## src/rtl/life_pkg.sv

```systemverilog
// Shared encodings for the life generation sequencer: status codes, FSM states
// and the default array geometry.
package life_pkg;

  localparam int LIFE_DEF_WIDTH  = 20;
  localparam int LIFE_DEF_HEIGHT = 20;

  localparam logic [2:0] STAT_RUN     = 3'd0;
  localparam logic [2:0] STAT_EXTINCT = 3'd1;
  localparam logic [2:0] STAT_STILL   = 3'd2;
  localparam logic [2:0] STAT_LIMIT   = 3'd3;
  localparam logic [2:0] STAT_OSC2    = 3'd4;

  typedef enum logic [2:0] {
    S_IDLE   = 3'd0,
    S_LOAD   = 3'd1,
    S_SETTLE = 3'd2,
    S_SHOW   = 3'd3,
    S_PAUSE  = 3'd4,
    S_STEP   = 3'd5,
    S_HALT   = 3'd6
  } state_t;

endpackage

```

## src/rtl/life_seed_loader.sv

```systemverilog
// Seed loader: accepts one seed row per valid/ready handshake and assembles the
// full cell_init image; done pulses on the handshake of the last row.
module life_seed_loader
  import life_pkg::*;
#(
  parameter int WIDTH  = LIFE_DEF_WIDTH,
  parameter int HEIGHT = LIFE_DEF_HEIGHT
) (
  input  logic                    clock,
  input  logic                    reset,
  input  logic                    clear,
  input  logic                    enable,
  input  logic                    seed_valid,
  input  logic [WIDTH-1:0]        seed_row,
  output logic                    seed_ready,
  output logic [WIDTH*HEIGHT-1:0] cell_init,
  output logic                    done
);

  localparam int PW = (HEIGHT > 1) ? $clog2(HEIGHT) : 1;

  logic [PW-1:0]           r_row_ptr;
  logic [WIDTH*HEIGHT-1:0] r_cell_init;
  logic                    w_accept;

  // A row transfers when seed_valid and seed_ready are both high on a rising
  // edge; clear (restart) suppresses the transfer in that cycle.
  assign seed_ready = enable;
  assign w_accept   = enable && seed_valid && !clear;
  assign done       = w_accept && (r_row_ptr == PW'(HEIGHT - 1));
  assign cell_init  = r_cell_init;

  always_ff @(posedge clock or negedge reset) begin
    if (!reset) begin
      r_row_ptr   <= '0;
      r_cell_init <= '0;
    end else if (clear) begin
      r_row_ptr <= '0;
    end else if (w_accept) begin
      r_cell_init[r_row_ptr*WIDTH +: WIDTH] <= seed_row;
      r_row_ptr <= done ? '0 : r_row_ptr + 1'b1;
    end
  end

endmodule

```

## src/rtl/life_gen_sequencer.sv

```systemverilog
// Generation sequencer for the toroidal life array: loads the seed, strobes the
// array and paces frames to a display. Optional OSC2 detection: LIFE_GEN_SEQUENCER_OSC2_EN.
module life_gen_sequencer
  import life_pkg::*;
#(
  parameter int WIDTH     = LIFE_DEF_WIDTH,
  parameter int HEIGHT    = LIFE_DEF_HEIGHT,
  parameter int GEN_W     = 16,
  parameter int ARRAY_LAT = 1
) (
  input  logic                    clock,
  input  logic                    reset,
  input  logic                    restart,
  input  logic                    seed_valid,
  output logic                    seed_ready,
  input  logic [WIDTH-1:0]        seed_row,
  input  logic                    run,
  input  logic                    step_req,
  input  logic [GEN_W-1:0]        gen_limit,
  input  logic [WIDTH*HEIGHT-1:0] states,
  output logic                    cell_load,
  output logic [WIDTH*HEIGHT-1:0] cell_init,
  output logic                    cell_step,
  output logic                    frame_valid,
  input  logic                    frame_ready,
  output logic [GEN_W-1:0]        gen_count,
  output logic [2:0]              status,
  output logic                    busy,
  output logic [2:0]              dbg_state
);

  localparam int N  = WIDTH * HEIGHT;
  localparam int LW = (ARRAY_LAT > 1) ? $clog2(ARRAY_LAT) : 1;

  state_t           r_state;
  logic             r_cell_load;
  logic             r_cell_step;
  logic             r_frame_valid;
  logic             r_busy;
  logic [GEN_W-1:0] r_gen;
  logic [2:0]       r_status;
  logic [N-1:0]     r_prev;
  logic             r_prev_vld;
  logic             r_step_pend;
  logic [LW-1:0]    r_settle;
`ifdef LIFE_GEN_SEQUENCER_OSC2_EN
  logic [N-1:0]     r_prev2;
  logic             r_prev2_vld;
`endif

  logic       w_seed_done;
  logic       w_halt;
  logic [2:0] w_halt_code;
  logic       w_go_step;

  life_seed_loader #(
    .WIDTH  (WIDTH),
    .HEIGHT (HEIGHT)
  ) u_loader (
    .clock      (clock),
    .reset      (reset),
    .clear      (restart),
    .enable     (r_state == S_IDLE),
    .seed_valid (seed_valid),
    .seed_row   (seed_row),
    .seed_ready (seed_ready),
    .cell_init  (cell_init),
    .done       (w_seed_done)
  );

  // Halt classification of the frame on display, highest priority first.
  always_comb begin
    w_halt      = 1'b1;
    w_halt_code = STAT_EXTINCT;
    if (states == '0)
      w_halt_code = STAT_EXTINCT;
    else if (r_prev_vld && states == r_prev)
      w_halt_code = STAT_STILL;
`ifdef LIFE_GEN_SEQUENCER_OSC2_EN
    else if (r_prev2_vld && states == r_prev2 && states != r_prev)
      w_halt_code = STAT_OSC2;
`endif
    else if (gen_limit != '0 && r_gen >= gen_limit)
      w_halt_code = STAT_LIMIT;
    else
      w_halt = 1'b0;
  end

  assign w_go_step = run || r_step_pend;

  always_ff @(posedge clock or negedge reset) begin
    if (!reset) begin
      r_state       <= S_IDLE;
      r_cell_load   <= 1'b0;
      r_cell_step   <= 1'b0;
      r_frame_valid <= 1'b0;
      r_busy        <= 1'b0;
      r_gen         <= '0;
      r_status      <= STAT_RUN;
      r_prev        <= '0;
      r_prev_vld    <= 1'b0;
      r_step_pend   <= 1'b0;
      r_settle      <= '0;
`ifdef LIFE_GEN_SEQUENCER_OSC2_EN
      r_prev2       <= '0;
      r_prev2_vld   <= 1'b0;
`endif
    end else begin
      r_cell_load <= 1'b0;
      r_cell_step <= 1'b0;
      if (restart) begin
        r_state       <= S_IDLE;
        r_frame_valid <= 1'b0;
        r_busy        <= 1'b0;
        r_gen         <= '0;
        r_status      <= STAT_RUN;
        r_step_pend   <= 1'b0;
      end else begin
        // r_busy mirrors "not IDLE and not HALT"; entering STEP below overrides.
        if (step_req && r_busy)
          r_step_pend <= 1'b1;
        case (r_state)
          S_IDLE: begin
            if (w_seed_done) begin
              r_state     <= S_LOAD;
              r_cell_load <= 1'b1;
              r_cell_step <= 1'b1;
              r_busy      <= 1'b1;
              r_gen       <= '0;
              r_prev_vld  <= 1'b0;
              r_status    <= STAT_RUN;
`ifdef LIFE_GEN_SEQUENCER_OSC2_EN
              r_prev2_vld <= 1'b0;
`endif
            end
          end
          S_LOAD: begin
            r_state  <= S_SETTLE;
            r_settle <= '0;
          end
          S_SETTLE: begin
            if (r_settle == LW'(ARRAY_LAT - 1)) begin
              r_state       <= S_SHOW;
              r_frame_valid <= 1'b1;
            end else begin
              r_settle <= r_settle + 1'b1;
            end
          end
          S_SHOW: begin
            if (frame_ready) begin
              r_frame_valid <= 1'b0;
              if (w_halt) begin
                r_state  <= S_HALT;
                r_status <= w_halt_code;
                r_busy   <= 1'b0;
              end else begin
                r_prev     <= states;
                r_prev_vld <= 1'b1;
`ifdef LIFE_GEN_SEQUENCER_OSC2_EN
                r_prev2     <= r_prev;
                r_prev2_vld <= r_prev_vld;
`endif
                if (w_go_step) begin
                  r_state     <= S_STEP;
                  r_cell_step <= 1'b1;
                  r_step_pend <= 1'b0;
                end else begin
                  r_state <= S_PAUSE;
                end
              end
            end
          end
          S_PAUSE: begin
            if (w_go_step) begin
              r_state     <= S_STEP;
              r_cell_step <= 1'b1;
              r_step_pend <= 1'b0;
            end
          end
          S_STEP: begin
            r_state  <= S_SETTLE;
            r_settle <= '0;
            r_gen    <= (&r_gen) ? r_gen : r_gen + 1'b1;
          end
          default: ;
        endcase
      end
    end
  end

  assign cell_load   = r_cell_load;
  assign cell_step   = r_cell_step;
  assign frame_valid = r_frame_valid;
  assign gen_count   = r_gen;
  assign status      = r_status;
  assign busy        = r_busy;
  assign dbg_state   = r_state;

endmodule

```

## config.mk

```make
export PLATFORM = sky130hd
export DESIGN_NAME = life_gen_sequencer
export DESIGN_NICKNAME = d
export VERILOG_FILES = /design/src/rtl/life_pkg.sv /design/src/rtl/life_seed_loader.sv /design/src/rtl/life_gen_sequencer.sv
export SDC_FILE = /design/constraint.sdc
export NUM_CORES = 2
export LEC_CHECK = 0
export CORE_ASPECT_RATIO = 1.4
export CORE_MARGIN = 10
export CORE_UTILIZATION = 36
export CTS_BUF_LIST = sky130_fd_sc_hd__clkbuf_4
export DETAILED_ROUTE_END_ITERATION = 7
export PLACE_DENSITY = 0.62
export REMOVE_ABC_BUFFERS = 1
export SLEW_MARGIN = 20
export SYNTH_ARGS = -nofsm -noshare
export SYNTH_HDL_FRONTEND = slang
export SYNTH_SLANG_ARGS = --single-unit
```

## constraint.sdc

```tcl
create_clock -name clock -period 4.9 [get_ports clock]
set_clock_uncertainty 0.15 [all_clocks]
set_input_delay 0.735 -clock clock [delete_from_list [all_inputs] [get_ports clock]]
set_output_delay 0.735 -clock clock [all_outputs]
set_load 0.05 [all_outputs]
```

==> summary.log <==
qor: place.pre_cts_ws -0.4180 ns
qor: timing.finalCritPeriodShare 0.9540
qor: power_and_ir_drop.power_per_cell_area 343.6 mW/mm²
qor: synth.mux_cell_area_share_after_synthesis 0.2115
qor: floorplanning.floorplan.initialDensity 0.3632
qor: synth.synth_compound_gate_area_share 0.07630
qor: synth.synth-warning-count 0
qor: critical_path.critical_path_arrival 5.59 ns
qor: run_status.outcome complete, no violations
qor: timing.maxSlewHeadroom 0.1499
qor: routing.post-route-drc-count 0
qor: synth.mappedNetlistArea 0.04231 mm²
qor: timing.totalNegativeSetupSlack 0 ns
qor: synth.ys_seq_elements 832
qor: floorplanning.io_pins 870
qor: routing.met3_length 17,380 µm
qor: clock_network.largest_buffer_count_on_any_clock_path 3
qor: critical_path.reg2reg_from u_loader.r_row_ptr[1]$_DFFE_PN0P_
qor: clock_network.tritoncts_clock_tree built
qor: place.total_of_buffers_placed_on_input_and_output_ports 868
qor: synth.synth_top_cell_by_area dfrtp_1
qor: critical_path.critPathMaxFanout 11
qor: floorplanning.area_of_the_die 0.1318 mm²
qor: routing.detailroute.via_count 36,680
qor: clock_network.post-cts-setup-buffer-count 0
qor: place.finalWeightedCongestion 1.104
qor: place.place_inst 6,169
qor: power_and_ir_drop.p_leak 26.11 nW
qor: timing.final.setup.worst_slack 0.2255 ns
qor: critical_path.cp-startpoint u_loader.r_row_ptr[1]$_DFFE_PN0P_
qor: routing.met2_wirelength 107,900 µm
qor: finish.final_layout_size_suffix_gt1_frac 0.2253
qor: global_route.first_global_vias 37,870
qor: global_route.grtUsageTotal 0.3241
qor: routing.ant_nets 0
qor: timing.tightestPinTransition 1.263 ns
qor: critical_path.reg2reg_path_depth 11
qor: timing.final_hold_fails 0
qor: synth.async_reset_ff_frac 1.000
qor: critical_path.crit-reg2reg-capture u_loader.cell_init[202]$_DFFE_PN0P_
qor: global_route.grt_pass1_wl 298,400 µm
qor: clock_network.htree_levels 4
qor: routing.postRouteWirelength 219,700 µm
qor: synth.avg_synthesized_cell_area 11.67 µm²
qor: finish.final_cells 6,637
qor: critical_path.critical_path_sink_type register
qor: synth.synth_flop_cell dfrtp_1
qor: synth.netlist.area_leader.share 0.4921
qor: timing.final_period_minus_worst_setup_slack 4.675 ns
qor: synth.synth_edf_count 0
qor: critical_path.timing.critical_path.to u_loader.cell_init[202]$_DFFE_PN0P_
qor: clock_network.clock_tree.root_cell clkbuf_4
qor: synth.yosys.area_share.adder 0.008163
qor: synth.synth_top_family_by_area multiplexers
qor: critical_path.cp_data_required_time 5.81 ns
qor: finish.fin_util 0.5004
qor: timing.final_report_max_slew_violation_count 0
qor: floorplanning.chipWidth 309.7 µm
qor: timing.grt_setup_unrepaired yes
qor: routing.post_drt_via_cell_ratio 5.526
qor: finish.layout_common_cells clkdlybuf4s50_1 (867), dfrtp_1 (832), mux2_4 (364)
qor: routing.drt-initial-drc-count 2,888
qor: synth.synthXorXnorAreaFrac 0.04410
qor: power_and_ir_drop.total_power 20.02 mW
qor: floorplanning.die_y 425.6 µm
qor: floorplanning.fp-row-count 148
qor: synth.synth_seq_area_share 0.4921
qor: timing.achievable-frequency 0.2139 GHz
qor: finish.filler_cell_count 10,780
qor: global_route.number_of_antenna_violations_at_the_first_check_in_global_routing 25
qor: critical_path.startpoint_class register
qor: finish.final_common_cell clkdlybuf4s50_1
qor: timing.setup_viol 0
qor: synth.syn_inst 3,624
qor: worst_hold_path.min_path_type in2reg
qor: clock_network.cts.clk_slew.worst_paths 0.07 ns
qor: flow_run.max-cap-violations 0
qor: global_route.global_route.overflow_total 0
qor: synth.synthSimpleGateAreaFrac 0.1305
qor: clock_network.numCtsBuffers 214
qor: floorplanning.design.core.area 0.1165 mm²
qor: finish.final_net_count 5,417
qor: routing.firstDrtPassIters 7
qor: clock_network.clock_sink_count 832
qor: clock_network.latest_clock_arrival_within_the_worst_skew_pair 1.21 ns
qor: critical_path.ff2ff_setup_slack 0.23 ns
qor: synth.synth_cell_type_count 70
qor: routing.detail_route.wirelength.met1 73,380 µm
qor: power_and_ir_drop.ir_drop 0.2153 mV
qor: synth.ys_top_cells_by_area dfrtp_1 (49%), mux2_4 (13%), mux2_1 (4.5%)
qor: routing.routed_wire_length_per_instance 33.10 µm
qor: place.dpl_hpwl 179,800 µm
qor: global_route.pin_count_of_the_biggest_net_entering_global_routing 110
qor: routing.top_layer met5
qor: critical_path.worstSetupPathType reg2reg
qor: finish.syn2layout_area_growth 37.76%
-- cell families (layout without fill, tap and decap cells) --
family	Yosys count	in the layout
AO/OA/AOI/OAI	478	478
XOR/XNOR	213	213
multiplexers	678	678
flip-flops	832	832
adder cells (fa/ha/maj)	27	27
AND/OR/NAND/NOR	1070	1070
buffers and inverters	325	1819
other	1	20
-- timing repair --
item,4_1_cts,5_1_grt
hold buffers,61,0
endpoints found under the setup margin,0,6
hold endpoints to repair,544,0
gates resized for setup,0,2
-- critical path, stage by stage, from the launching register on --
cell     delay, ns
dfrtp_1       0.46
ha_1          0.32
ha_1          0.16
inv_1         0.06
fa_1          0.47
xor2_1        0.20
and3_1        0.21
xnor2_1       0.83
nand3_1       0.58
nor3_1        0.59
buf_4         0.25
mux2_1        0.32
-- cell usage after synthesis (73+ instances only) --
master	instances
mux2_4	364
dfrtp_1	832
mux2_2	104
xor2_1	75
xnor2_1	138
clkbuf_1	73
nor4_1	166
inv_1	196
o22ai_1	115
nand4_1	86
nor2b_1	146
mux2_1	168
nand2_1	322
o21ai_0	105
nor2_1	128
-- routing by layer --
| layer | GRT usage | vias to the layer above |
|---|---|---|
| met5 | 0 | - |
| met4 | 0.2654 | 12 |
| met1 | 0.3264 | 18250 |
| met3 | 0.08219 | 562 |
| met2 | 0.5607 | 2022 |
| li1 | - | 15830 |
-- worst min path at each step --
stage                                        start                             endpoint  slack, ns  depth (start not counted)
4_1_cts                                 states[89]               r_prev[89]$_DFFE_PN0P_      0.001                          2
3_3_place_gp   u_loader.cell_init[234]$_DFFE_PN0P_  u_loader.cell_init[234]$_DFFE_PN0P_       0.31                          2
3_5_place_dp   u_loader.cell_init[126]$_DFFE_PN0P_  u_loader.cell_init[126]$_DFFE_PN0P_       0.32                          2
2_1_floorplan                                reset                     busy$_DFFE_PN0P_       0.29                          0
6_report                               states[190]              r_prev[190]$_DFFE_PN0P_       0.14                          2
5_1_grt                                 states[95]               r_prev[95]$_DFFE_PN0P_       0.07                          2
-- power by group --
part	internal [mW]	switching [mW]	total [mW]	leakage, nW
Clock	3.04	3.18	6.22	1.64
Combinational	2.18	3.70	5.89	13.1
Sequential	7.43	0.481	7.91	11.4
-- state kept, by name (all words and copies together), names as in the netlist --
signal / flops
u_loader.r_row_ptr: 5
u_loader.cell_init: 400
busy: 1
frame_valid: 1
cell_load: 1
gen_count: 16
r_step_pend: 1
dbg_state: 3
cell_step: 1
status: 2
r_prev_vld: 1
r_prev: 400
-- final cells by class --
| type | instances | area, µm² | area share |
|---|---|---|---|
| Sequential cell | 832 | 20820 | 0.3572 |
| Tap cell | 1500 | 1877 | 0.03220 |
| Clock buffer | 311 | 2335 | 0.04006 |
| Clock inverter | 76 | 417.9 | 0.007171 |
| Timing Repair Buffer | 1236 | 12000 | 0.2059 |
| Inverter | 196 | 735.7 | 0.01262 |
| Multi-Input combinational cell | 2467 | 20050 | 0.3440 |
| Antenna cell | 19 | 47.55 | 0.0008158 |
-- per-stage QoR --
| step | hold WS (ns) | instance area (µm²) |
|---|---|---|
| 2_1_floorplan | 0.2894 | 41470 |
| 3_3_place_gp | 0.3082 | 54800 |
| 3_5_place_dp | 0.3157 | 54810 |
| 4_1_cts | 0.001401 | 58190 |
| 5_1_grt | 0.07422 | 58260 |
| 6_report | 0.1411 | 58280 |
(Power assumes the default switching activity.)
